File: src/rtl/polygon_color_arbiter_if.sv
// Handshake bundle between the pixel-candidate source, the colour arbiter and the
// frame-write stage: candidate set in, resolved colour out.
interface polygon_color_arbiter_if #(
   parameter int unsigned N_CH    = 5,
   parameter int unsigned MASK_W  = 4,
   parameter int unsigned COLOR_W = 9,
   parameter int unsigned LAYER_W = 3,
   parameter int unsigned CH_W    = $clog2(N_CH)
);
   logic                      in_valid;
   logic                      in_ready;
   logic [N_CH*MASK_W-1:0]    in_mask;
   logic [N_CH*COLOR_W-1:0]   in_color;
   logic [N_CH*LAYER_W-1:0]   in_layer;
   logic [1:0]                in_mode;
   logic                      out_valid;
   logic                      out_ready;
   logic [COLOR_W-1:0]        out_color;
   logic                      out_hit;
   logic [CH_W-1:0]           out_ch;

   modport master (
      output in_valid, in_mask, in_color, in_layer, in_mode, out_ready,
      input  in_ready, out_valid, out_color, out_hit, out_ch
   );

   modport slave (
      input  in_valid, in_mask, in_color, in_layer, in_mode, out_ready,
      output in_ready, out_valid, out_color, out_hit, out_ch
   );
endinterface

File: src/rtl/polygon_color_arbiter.sv
// Two-stage per-pixel polygon colour arbiter: S1 captures eligibility, S2 holds the
// resolved winner behind a valid/ready output. Keeps a saturating miss counter.
module polygon_color_arbiter #(
   parameter int unsigned N_CH      = 5,
   parameter int unsigned MASK_W    = 4,
   parameter int unsigned COLOR_W   = 9,
   parameter int unsigned LAYER_W   = 3,
   parameter int unsigned INVISIBLE = 510,
   parameter int unsigned CNT_W     = 16,
   parameter int unsigned CH_W      = $clog2(N_CH)
) (
   input  logic                   clk,
   input  logic                   reset,
   polygon_color_arbiter_if.slave bus,
   input  logic                   clr_cnt,
   output logic [CNT_W-1:0]       miss_cnt
);
   localparam logic [COLOR_W-1:0] InvColor = COLOR_W'(INVISIBLE);

   logic                     adv1, adv2;
   logic [N_CH-1:0]          elig;
   logic [N_CH*LAYER_W-1:0]  layer_m;
   logic [N_CH*COLOR_W-1:0]  color_m;

   logic                     s1_valid_q;
   logic [N_CH-1:0]          s1_elig_q;
   logic [N_CH*LAYER_W-1:0]  s1_layer_q;
   logic [N_CH*COLOR_W-1:0]  s1_color_q;
   logic                     s1_lmode_q;

   logic                     win_found;
   logic [CH_W-1:0]          win_ch;
   logic [LAYER_W-1:0]       win_layer;
   logic [COLOR_W-1:0]       win_color;

   logic                     out_valid_q, out_hit_q;
   logic [COLOR_W-1:0]       out_color_q;
   logic [CH_W-1:0]          out_ch_q;
   logic [CNT_W-1:0]         miss_cnt_q;

   assign adv2         = !out_valid_q || bus.out_ready;
   assign adv1         = !s1_valid_q || adv2;
   assign bus.in_ready = adv1;

   // Ineligible channels are zeroed so S1 only carries what the resolver may use.
   always_comb begin
      elig    = '0;
      layer_m = '0;
      color_m = '0;
      for (int i = 0; i < N_CH; i++) begin
         elig[i] = (&bus.in_mask[i*MASK_W +: MASK_W]) &&
                   !(bus.in_mode[1] && (bus.in_color[i*COLOR_W +: COLOR_W] == InvColor));
         layer_m[i*LAYER_W +: LAYER_W] = elig[i] ? bus.in_layer[i*LAYER_W +: LAYER_W] : '0;
         color_m[i*COLOR_W +: COLOR_W] = elig[i] ? bus.in_color[i*COLOR_W +: COLOR_W] : '0;
      end
   end

   // Ascending scan with strict '>' keeps layer ties on the lowest index.
   always_comb begin
      win_found = 1'b0;
      win_ch    = '0;
      win_layer = '0;
      win_color = InvColor;
      for (int i = 0; i < N_CH; i++) begin
         if (s1_elig_q[i] &&
             (!win_found || (s1_lmode_q && (s1_layer_q[i*LAYER_W +: LAYER_W] > win_layer)))) begin
            win_found = 1'b1;
            win_ch    = CH_W'(i);
            win_layer = s1_layer_q[i*LAYER_W +: LAYER_W];
            win_color = s1_color_q[i*COLOR_W +: COLOR_W];
         end
      end
   end

   always_ff @(posedge clk or negedge reset) begin
      if (!reset) begin
         s1_valid_q <= 1'b0;
         s1_elig_q  <= '0;
         s1_layer_q <= '0;
         s1_color_q <= '0;
         s1_lmode_q <= 1'b0;
      end else if (adv1) begin
         s1_valid_q <= bus.in_valid;
         if (bus.in_valid) begin
            s1_elig_q  <= elig;
            s1_layer_q <= layer_m;
            s1_color_q <= color_m;
            s1_lmode_q <= bus.in_mode[0];
         end
      end
   end

   always_ff @(posedge clk or negedge reset) begin
      if (!reset) begin
         out_valid_q <= 1'b0;
         out_color_q <= '0;
         out_hit_q   <= 1'b0;
         out_ch_q    <= '0;
      end else if (adv2) begin
         out_valid_q <= s1_valid_q;
         if (s1_valid_q) begin
            out_color_q <= win_color;
            out_hit_q   <= win_found;
            out_ch_q    <= win_ch;
         end
      end
   end

   always_ff @(posedge clk or negedge reset) begin
      if (!reset) begin
         miss_cnt_q <= '0;
      end else if (clr_cnt) begin
         miss_cnt_q <= '0;
      end else if (out_valid_q && bus.out_ready && !out_hit_q && !(&miss_cnt_q)) begin
         miss_cnt_q <= miss_cnt_q + 1'b1;
      end
   end

   assign bus.out_valid = out_valid_q;
   assign bus.out_color = out_color_q;
   assign bus.out_hit   = out_hit_q;
   assign bus.out_ch    = out_ch_q;
   assign miss_cnt      = miss_cnt_q;
endmodule

File: src/flat_wrapper.sv
// flat-port wrapper written by rule: the top's interface ports become plain ports
module polygon_color_arbiter_flat 
#(
   parameter int unsigned N_CH      = 5,
   parameter int unsigned MASK_W    = 4,
   parameter int unsigned COLOR_W   = 9,
   parameter int unsigned LAYER_W   = 3,
   parameter int unsigned INVISIBLE = 510,
   parameter int unsigned CNT_W     = 16,
   parameter int unsigned CH_W      = $clog2(N_CH)
)
  (clk, reset, clr_cnt, miss_cnt, bus_in_valid, bus_in_mask, bus_in_color, bus_in_layer, bus_in_mode, bus_out_ready, bus_in_ready, bus_out_valid, bus_out_color, bus_out_hit, bus_out_ch);
  polygon_color_arbiter_if #(.N_CH(N_CH), .MASK_W(MASK_W), .COLOR_W(COLOR_W), .LAYER_W(LAYER_W), .CH_W(CH_W)) bus_i ();
  input  logic clk;
  input  logic reset;
  input  logic clr_cnt;
  output logic [CNT_W-1:0] miss_cnt;
  input wire logic [$bits(bus_i.in_valid)-1:0] bus_in_valid;
  input wire logic [$bits(bus_i.in_mask)-1:0] bus_in_mask;
  input wire logic [$bits(bus_i.in_color)-1:0] bus_in_color;
  input wire logic [$bits(bus_i.in_layer)-1:0] bus_in_layer;
  input wire logic [$bits(bus_i.in_mode)-1:0] bus_in_mode;
  input wire logic [$bits(bus_i.out_ready)-1:0] bus_out_ready;
  output wire logic [$bits(bus_i.in_ready)-1:0] bus_in_ready;
  output wire logic [$bits(bus_i.out_valid)-1:0] bus_out_valid;
  output wire logic [$bits(bus_i.out_color)-1:0] bus_out_color;
  output wire logic [$bits(bus_i.out_hit)-1:0] bus_out_hit;
  output wire logic [$bits(bus_i.out_ch)-1:0] bus_out_ch;
  assign bus_i.in_valid = bus_in_valid;
  assign bus_i.in_mask = bus_in_mask;
  assign bus_i.in_color = bus_in_color;
  assign bus_i.in_layer = bus_in_layer;
  assign bus_i.in_mode = bus_in_mode;
  assign bus_i.out_ready = bus_out_ready;
  assign bus_in_ready = bus_i.in_ready;
  assign bus_out_valid = bus_i.out_valid;
  assign bus_out_color = bus_i.out_color;
  assign bus_out_hit = bus_i.out_hit;
  assign bus_out_ch = bus_i.out_ch;
  polygon_color_arbiter #(.N_CH(N_CH), .MASK_W(MASK_W), .COLOR_W(COLOR_W), .LAYER_W(LAYER_W), .INVISIBLE(INVISIBLE), .CNT_W(CNT_W), .CH_W(CH_W)) u_core (.clk(clk), .reset(reset), .bus(bus_i), .clr_cnt(clr_cnt), .miss_cnt(miss_cnt));
endmodule
File: config.mk
export PLATFORM = sky130hd
export DESIGN_NAME = polygon_color_arbiter_flat
export DESIGN_NICKNAME = d
export VERILOG_FILES = /design/src/rtl/polygon_color_arbiter_if.sv /design/src/rtl/polygon_color_arbiter.sv /design/src/flat_wrapper.sv
export SDC_FILE = /design/constraint.sdc
export NUM_CORES = 1
export LEC_CHECK = 0
export CAP_MARGIN = 20
export CORE_MARGIN = 4
export CORE_UTILIZATION = 35
export DETAILED_ROUTE_END_ITERATION = 10
export SLEW_MARGIN = 15
export SYNTH_ARGS = -nofsm -noshare
export SYNTH_HDL_FRONTEND = slang
export SYNTH_SLANG_ARGS = --single-unit
export TNS_END_PERCENT = 30
File: constraint.sdc
create_clock -name clk -period 6.7 [get_ports clk]
set_input_delay 1.34 -clock clk [delete_from_list [all_inputs] [get_ports clk]]
set_output_delay 1.34 -clock clk [all_outputs]
set_load 0.02 [all_outputs]
Yosys cells after proc, flatten, opt, wreduce, memory -nomap -nowiden
Index checks and enable logic that the tools add are counted.
{"block": "word_totals", "register_bits": 97, "latch_bits": 0, "mem_bits_rw": 0, "mem_bits_ro": 0, "out_inout_bits": 31, "mem_count": 0}
{"block": "classes", "addsub": 1, "multipliers": 0, "n_div": 0, "magnitude_cmp": 4, "n_eq_ne": 5, "shift": 0, "muxes": 30, "n_bitwise": 0, "reduce_logical": 49}
{"cell": "$mux 9", "count": 10}
{"cell": "$eq 9x9->1 const B", "count": 5}
{"cell": "$mux 16", "count": 2}
{"cell": "$mux 3", "count": 10}
{"cell": "$logic_and 1x1->1", "count": 21}
{"cell": "$reduce_and 4->1", "count": 5}
{"cell": "$add 16x1->16 const B", "count": 1}
{"cell": "$reduce_and 16->1", "count": 1}
{"cell": "$logic_not 1->1", "count": 13}
{"cell": "$gt 3x3->1", "count": 4}
{"cell": "$logic_or 1x1->1", "count": 6}
{"cell": "$mux 1", "count": 6}
{"cell": "$mux 2", "count": 2}
{"cell": "$reduce_and 2->1", "count": 2}
{"cell": "$reduce_bool 2->1", "count": 1}

Logic depth before layout (Yosys ltp)
Gate-level depths: netlist of run 1.
{"block": "logic_depth", "word_depth": 21, "depth_mapped": 28, "depth_no_buf": 25}

Worst setup path after synthesis of run 1
No wires, ideal clock.
{"block": "synth_path", "path_kind": "reg-to-reg", "from": "reg u_core.s1_elig_q[0]", "to": "reg u_core.out_color_q[1] (netlist: u_core.bus.out_color[1])", "arrival_time_ps": 5791, "setup_slack_ps": 843, "stages_incl_launch_ff": 28, "path_buffers": 3, "period_less_slack_ps": 5857, "path_cell_list": "dfrtp_1 buf_2 and2_1 ha_1 and3_1 a211oi_4 nor2_4 mux2_4 ha_1 and3_1 a211oi_1 o21ai_1 buf_2 a21oi_1 inv_1 ha_1 a21oi_1 o21ai_0 a41oi_1 buf_2 mux2i_1 ha_1 a21oi_1 o21ai_0 a22oi_1 nand2_1 a311oi_1 a221o_1"}
{"block": "synth_via", "elab_chain_cells": 21, "elab_cells_between_ends": 33, "cone_classes": "order compare: 4; mux: 13; reduce/logical: 16"}
{"element": "from (decl)", "line": "polygon_color_arbiter.sv:26", "rtl": "logic [N_CH-1:0] s1_elig_q;"}
{"element": "from (signal assigned)", "line": "polygon_color_arbiter.sv:85", "rtl": "s1_elig_q <= elig;"}
{"element": "$mux 3", "line": "polygon_color_arbiter.sv:65", "rtl": "if (s1_elig_q[i] &&"}
{"element": "$gt 3x3->1", "line": "polygon_color_arbiter.sv:66", "rtl": "(!win_found || (s1_lmode_q && (s1_layer_q[i*LAYER_W +: LAYER_W] > win_layer)))) begin"}
{"element": "$logic_and 1x1->1", "line": "polygon_color_arbiter.sv:66"}
{"element": "$logic_or 1x1->1", "line": "polygon_color_arbiter.sv:66"}
{"element": "$logic_and 1x1->1", "line": "polygon_color_arbiter.sv:65"}
{"element": "$mux 3", "line": "polygon_color_arbiter.sv:65"}
{"element": "$gt 3x3->1", "line": "polygon_color_arbiter.sv:66"}
{"element": "$logic_and 1x1->1", "line": "polygon_color_arbiter.sv:66"}
{"element": "[5 not listed]"}
{"element": "$logic_or 1x1->1", "line": "polygon_color_arbiter.sv:66"}
{"element": "$logic_and 1x1->1", "line": "polygon_color_arbiter.sv:65"}
{"element": "$mux 3", "line": "polygon_color_arbiter.sv:65"}
{"element": "$gt 3x3->1", "line": "polygon_color_arbiter.sv:66"}
{"element": "$logic_and 1x1->1", "line": "polygon_color_arbiter.sv:66"}
{"element": "$logic_or 1x1->1", "line": "polygon_color_arbiter.sv:66"}
{"element": "$logic_and 1x1->1", "line": "polygon_color_arbiter.sv:65"}
{"element": "$mux 9 (*)", "line": "polygon_color_arbiter.sv:65"}
{"element": "to (signal assigned)", "line": "polygon_color_arbiter.sv:102", "rtl": "out_color_q <= win_color;"}
{"element": "to (decl)", "line": "polygon_color_arbiter.sv:37", "rtl": "logic [COLOR_W-1:0] out_color_q;"}
Mark *: on every way between the ends. The rest lies on a longest branch, timed or not.
A chain may end at the register's enable or synchronous reset.

Worst setup path after layout of run 1
{"block": "layout_path", "from": "reg u_core.s1_elig_q[0]", "to": "reg u_core.out_color_q[2] (netlist: u_core.bus.out_color[2])"}
The elaborated chain is that of the path after synthesis.

==> run summary, run 1 <==
H-Tree Depth: 3
Top_reg_cell synth: dfrtp_1
Max-slew violation count: 0
Register Area: 0.002427 mm2
Final Cycle Share: 0.9039
Skew-Pair Late Insertion Delay: 0.35 ns
CTS Buf Count: 9
CP Cell Sequence: nand2_1 > ha_1 > a21oi_1 > a211oi_4 > nor2_4 > mux2_4 > ha_1 > and3_1 > a211oi_1 > o21ai_1 > a21oi_1 > inv_1 > ha_1 > a21oi_1 > o21ai_0 > a41oi_2 > mux2i_1 > ha_1 > a21oi_1 > o21ai_0 > a22oi_2 > nand2_1 > a311oi_1 > a221o_1
Share of layout cells above drive strength 1: 0.07505
Initial antenna violation count: 0
Post-CTS Hold Buffers: 0
Setup Viol. Count Final: 0
Area delta synth->final: 36.39%
Gpl congestion: 0.7912
Die width: 122.5 um
Pre-antenna DRT Iters: 4
Die area: 0.01500 mm2
Startpoint class of the critical path: flip-flop
Ports: 118
Number of max-cap violations: 0
WP depth: 24
Crit path buf inv count: 1
Fillers: 1198
Clk buf depth: 2
CP Launch Point: u_core.s1_elig_q[0]$_DFFE_PN0P_
Via count: 3797
Max transition margin: 0.2972
Global-route wire length before repair: 20.51 mm
Worst vdd ir: 0.1085 mV
Final wirelength: 12.50 mm
Worst path arrival time: 6.35 ns
Vias per inst: 5.386
Core box area: 0.01272 mm2
Async S/R FF share, synth: 1.000
Worst r2r dst: u_core.bus.out_color[2]$_DFFE_PN0P_
Highest Clock Rate: 0.1651 GHz
Die height: 122.5 um
FF-to-FF path depth: 24
Starting Density: 0.3605
DPL Wire Length: 9.658 mm
Crit-path slowest cell: dfrtp_1
Global-route usage over all layers: 0.1766
Crit path kind: flip-flop to flip-flop
Tot Pwr: 1.371 mW
Min-delay worst type: flip-flop to flip-flop
Netlist Area Pre-Place: 0.004587 mm2
Root buffer cell: clkbuf_16
Syn Area/Cell: 11.11 um2
Post-Synthesis Cells: 413
Final Skew: 0.007462 ns
Final-report hold violation count: 0
Clk sinks: 97
CTS tree: built
FF-to-FF setup slack: 0.64 ns
Status: completed
Max incr delay on CP: 0.50 ns
DRC errors left: 0
CP Capture Type: flip-flop
Cell class contributing the biggest share of worst-path delay: compound AO/OA/AOI/OAI gates
EDFF count, synth: 0
RSZ-0062 raised after global routing: no
Net Count, Synth: 513
WL/cell: 17.73 um
Critical path endpoint: u_core.bus.out_color[2]$_DFFE_PN0P_
Post-synthesis sequential area ratio: 0.5292
Multi-input gate area: 0.002038 mm2
I/O Buffers: 117
Vias in the first global route: 4002
Worst path required time: 6.99 ns
Core Util, Final: 0.4917
Initial DRC Count: 281
Final Critical Period: 6.056 ns
Yosys warns: 0
Slew @ Worst Pin: 1.050 ns
Std-Cell Rows: 41
Pwr/cell area: 219.2 mW/mm2
Largest net degree at the start of global routing: 70
GR Overflow Total: 0
RR Startpoint: u_core.s1_elig_q[0]$_DFFE_PN0P_
P_leak: 2.722 nW
Crit Path Max Fanout: 9
Ant diodes: 0
Antenna Nets Post-Route: 0
Unique masters post-synth: 50
Synthesized flop and latch total: 97
Clock-pin slew of the registers on the worst-case setup and hold paths: 0.07 ns
Total negative slack: 0 ns
Layout Nets: 628
[what timing repair did]
item | 4_1_cts | 5_1_grt
setup buffers | 0 | 0
gates resized for setup | 0 | 1
endpoints found under the setup margin | 0 | 7
[layout by cell type, fill, tap and decap left out, types with 4 or more instances in the layout]
cell | netlist | final
o21ai_0 | 10 | 10
dfrtp_1 | 97 | 97
ha_1 | 13 | 13
nand2_1 | 24 | 23
and3_1 | 5 | 5
o221ai_1 | 7 | 7
a221o_1 | 7 | 7
nand2b_1 | 4 | 4
nand3_1 | 7 | 7
nand4_1 | 15 | 15
a311oi_1 | 7 | 7
xor2_1 | 7 | 7
buf_4 | 0 | 10
nand4b_1 | 5 | 5
a22o_1 | 61 | 61
nor2_1 | 32 | 32
clkdlybuf4s50_1 | 0 | 116
a21o_1 | 6 | 6
nand3b_1 | 4 | 4
clkbuf_16 | 0 | 9
xnor2_1 | 6 | 6
inv_1 | 13 | 13
nor3_1 | 13 | 13
a21oi_1 | 11 | 11
[cell families after synthesis]
| group | count (synthesis) | share of synthesized area |
|---|---|---|
| compound gates | 128 | 0.2272 |
| xor+xnor | 13 | 0.02482 |
| fa+ha+maj | 13 | 0.03546 |
| buf+inv | 35 | 0.02973 |
| flops | 97 | 0.5292 |
| mux | 7 | 0.01882 |
| simple gates | 120 | 0.1348 |
[cells in the mapped netlist (all sizes together), types with 2 or more instances]
master,instances,area [um2]
a31oi,2,12.51
ha,13,162.7
o21a,2,15.01
nand4,15,93.84
clkbuf,16,60.06
nand3b,4,30.03
o31a,2,20.02
nand2,25,96.35
or3,2,12.51
nand4b,5,43.79
a21o,7,53.80
nand2b,4,25.02
and2,2,12.51
a221o,7,70.07
dfrtp,97,2427
xor2,7,61.31
a311oi,7,61.31
nand3,7,35.03
a21oi,11,55.05
nor3,13,65.06
nor2,33,131.4
o21ai,11,55.05
inv,13,48.80
mux2i,3,30.03
a211oi,2,27.53
and3,5,31.28
mux2,4,56.30
a22o,61,534.3
buf,6,27.53
xnor2,6,52.55
o221ai,7,61.31
o2111ai,3,26.28
[per-layer routing]
metal	share of wire	GRT usage	up-vias
li1	-	-	1803
met1	0.46	0.2392	1846
met2	0.45	0.2690	127
met3	0.060	0.04654	21
met4	0.028	0.07278	0
met5	0	0	-
[how the worst min path moves through the flow]
| stage | slack (ns) | endpoint | from | cells after the start |
|---|---|---|---|---|
| final | 0.50 | u_core.s1_color_q[17]$_DFFE_PN0P_ | u_core.s1_color_q[17]$_DFFE_PN0P_ | 1 |
| after detailed placement | 0.49 | u_core.s1_color_q[36]$_DFFE_PN0P_ | u_core.s1_color_q[36]$_DFFE_PN0P_ | 1 |
| after global placement | 0.49 | u_core.s1_color_q[19]$_DFFE_PN0P_ | u_core.s1_color_q[19]$_DFFE_PN0P_ | 1 |
| after floorplan | 0.47 | u_core.s1_layer_q[0]$_DFFE_PN0P_ | u_core.s1_layer_q[0]$_DFFE_PN0P_ | 1 |
| after CTS | 0.51 | u_core.s1_color_q[17]$_DFFE_PN0P_ | u_core.s1_color_q[17]$_DFFE_PN0P_ | 1 |
| after global routing | 0.52 | u_core.s1_color_q[4]$_DFFE_PN0P_ | u_core.s1_color_q[4]$_DFFE_PN0P_ | 1 |
[sequential cells by signal (all words and copies together) (netlist names)]
register	count
u_core.s1_color_q	45
u_core.s1_lmode_q	1
u_core.s1_elig_q	5
u_core.s1_valid_q	1
u_core.bus.out_valid	1
u_core.s1_layer_q	15
u_core.miss_cnt	16
u_core.bus.out_ch	3
u_core.bus.out_color	9
u_core.bus.out_hit	1
[cell type report]
| cell class | count | area share |
|---|---|---|
| flip-flops and latches | 97 | 0.3880 |
| multi-input cells | 281 | 0.3258 |
| repair buffers | 126 | 0.1976 |
| clock buffers | 10 | 0.03820 |
| well taps | 172 | 0.03440 |
| clock inverters | 6 | 0.008200 |
| inverters | 13 | 0.007800 |
[metrics by stage]
stage / worst slack (ns) / instances / instance area [um2] / hold WS [ns]
finish: 0.6441 / 705 / 6256 / 0.5042
global route: 0.07037 / 705 / 6256 / 0.5153
floorplan: 0.8428 / 413 / 4587 / 0.4652
CTS: 0.4483 / 705 / 6251 / 0.5102
global placement: 0.8507 / 689 / 5961 / 0.4896
detailed placement: 0.4757 / 689 / 5961 / 0.4915
[power by group]
group | internal [mW] | switching (mW) | leakage, nW
combinational | 0.118 | 0.112 | 1.27
sequential | 0.616 | 0.0280 | 1.31
clock | 0.267 | 0.231 | 0.139
Note: power is estimated with default switching activity, not from simulation.
==> run 2, diff against run 1 <==
Settings changed: CORE_ASPECT_RATIO set to 1.25.
==> run 2 against run 1 <==
  * Power up 6.3%
  * Final cell count down 0.57%
  * Maximum frequency down 0.71%
  * First-iteration DRC count down 38%
  * Via count down 0.55%
  * Sequential cell count unchanged
  * Cell area up 1.2%
  * Clock skew down 0.0027 ns
  * Register-to-register slack worse by 0.04 ns
  * Non-clock buffer count unchanged
  * Setup slack worse by 0.044 ns
  * Critical path depth unchanged
==> run summary, run 2 (synthesis results as in run 1) <==
Status: completed
Worst r2r dst: u_core.bus.out_color[4]$_DFFE_PN0P_
Max FFs per register: 45
Vias per inst: 5.387
Largest net degree at the start of global routing: 85
CP Capture Type: flip-flop
Gpl congestion: 0.7826
Vias in the first global route: 3934
Global-route usage over all layers: 0.1682
GR Overflow Total: 0
Clk sinks: 97
Worst vdd ir: 0.1349 mV
Post-CTS Hold Buffers: 0
Global-route wire length before repair: 19.62 mm
FF-to-FF path depth: 24
Total negative slack: 0 ns
Pre-antenna DRT Iters: 4
Final Critical Period: 6.099 ns
Worst path arrival time: 6.38 ns
Crit-path slowest cell: dfrtp_1
Most frequent cells in the layout: clkdlybuf4s50_1 (116), dfrtp_1 (97), a22o_1 (61), nor2_1 (32), nand2_1 (23)
DRC errors left: 0
Max incr delay on CP: 0.51 ns
Final-report hold violation count: 0
Share of layout cells above drive strength 1: 0.07505
Layout Nets: 628
CP Cell Sequence: nand2_1 > ha_1 > a21oi_1 > a211oi_4 > nor2_4 > mux2_4 > ha_1 > and3_1 > a211oi_1 > o21ai_1 > a21oi_1 > inv_1 > ha_1 > a21oi_1 > o21ai_0 > a41oi_2 > mux2i_1 > ha_1 > a21oi_1 > o21ai_0 > a22oi_2 > nand2_1 > a311oi_1 > a221o_1
Via count: 3776
Worst path required time: 6.98 ns
Crit path kind: flip-flop to flip-flop
FF-to-FF setup slack: 0.60 ns
Skew-Pair Late Insertion Delay: 0.34 ns
Clock-pin slew of the registers on the worst-case setup and hold paths: 0.06 ns
Cts repair resizes: 0
Initial DRC Count: 174
Final wirelength: 12.23 mm
RSZ-0062 raised after global routing: no
Max transition margin: 0.4145
Std-Cell Rows: 46
Post-route cell area: 0.006331 mm2
Ports: 118
Min-delay worst type: flip-flop to flip-flop
Core box area: 0.01278 mm2
Highest Clock Rate: 0.1640 GHz
Hold Path Depth: 1
Slew @ Worst Pin: 0.8736 ns
WL/cell: 17.44 um
H-Tree Depth: 3
Die height: 136.0 um
DPL Wire Length: 9.579 mm
Final hold slack: 0.5002 ns
P_leak: 2.757 nW
Antenna Nets Post-Route: 0
Placed Area: 0.005953 mm2
CTS tree: built
CP Launch Point: u_core.s1_elig_q[0]$_DFFE_PN0P_
Max-slew violation count: 0
Critical path endpoint: u_core.bus.out_color[4]$_DFFE_PN0P_
Clk buf depth: 2
Pwr/cell area: 230.2 mW/mm2
RR Startpoint: u_core.s1_elig_q[0]$_DFFE_PN0P_
Die area: 0.01501 mm2
Startpoint class of the critical path: flip-flop
Ant diodes: 0
Final Cycle Share: 0.9104
Final Skew: 0.004739 ns
I/O Buffers: 117
Area delta synth->final: 38.03%
Starting Density: 0.3590
Commonest non-fill, non-tap cell in the layout: clkdlybuf4s50_1
Number of max-cap violations: 0
Postcts setup bufs: 0
Initial antenna violation count: 0
Root buffer cell: clkbuf_16
Crit Path Max Fanout: 9
CTS Buf Count: 9
Setup Viol. Count Final: 0
Top reg by flops: u_core.s1_color_q
Die width: 110.4 um
==> run 2: worst min path at each step <==
stage	start	endpoint
global placement	u_core.s1_color_q[34]$_DFFE_PN0P_	u_core.s1_color_q[34]$_DFFE_PN0P_
global route	u_core.s1_color_q[21]$_DFFE_PN0P_	u_core.s1_color_q[21]$_DFFE_PN0P_
finish	u_core.s1_color_q[17]$_DFFE_PN0P_	u_core.s1_color_q[17]$_DFFE_PN0P_
CTS	u_core.s1_color_q[17]$_DFFE_PN0P_	u_core.s1_color_q[17]$_DFFE_PN0P_
detailed placement	u_core.s1_color_q[22]$_DFFE_PN0P_	u_core.s1_color_q[22]$_DFFE_PN0P_
floorplan	u_core.s1_layer_q[0]$_DFFE_PN0P_	u_core.s1_layer_q[0]$_DFFE_PN0P_
==> run 2: layout make-up <==
cell class / instances / area (um2)
fill: 1200 / 6446
multi-input combinational: 281 / 2043
sequential: 97 / 2427
clock inverter: 5 / 102.6
timing repair buffer: 126 / 1256
clock buffer: 11 / 242.7
inverter: 13 / 48.80
tap: 168 / 210.2
==> run 2: stage by stage <==
step	instances	utilization	setup WS (ns)	power, mW
4_1_cts	700	0.4929	0.3904	1.472
2_1_floorplan	413	-	0.8428	0.7473
3_5_place_dp	684	0.4659	0.4499	0.8837
3_3_place_gp	684	0.4659	0.8240	0.8803
6_report	701	0.4955	0.6006	1.458
5_1_grt	701	0.4955	0.03351	1.521
==> run 2: power by group <==
| group | switching, mW | internal (mW) | total [mW] |
|---|---|---|---|
| Sequential | 0.0269 | 0.616 | 0.643 |
| Clock | 0.211 | 0.374 | 0.585 |
| Combinational | 0.110 | 0.120 | 0.230 |
==> run 2: routing by layer <==
layer  vias to the layer above  share of wire  global-route usage
li1                       1805              -                   -
met1                      1835           0.42              0.2103
met2                       114           0.50              0.2848
met3                        22          0.055             0.02803
met4                         0          0.028             0.07187
met5                         -              0                   0
==> run 2: worst max-delay path: cells and delay by family, from the launching register on <==
family	cells	cell delay [ns]
simple gates	4	0.85
flops	1	0.51
buf+inv	1	0.06
fa+ha+maj	4	1.17
compound gates	13	2.89
mux	2	0.57
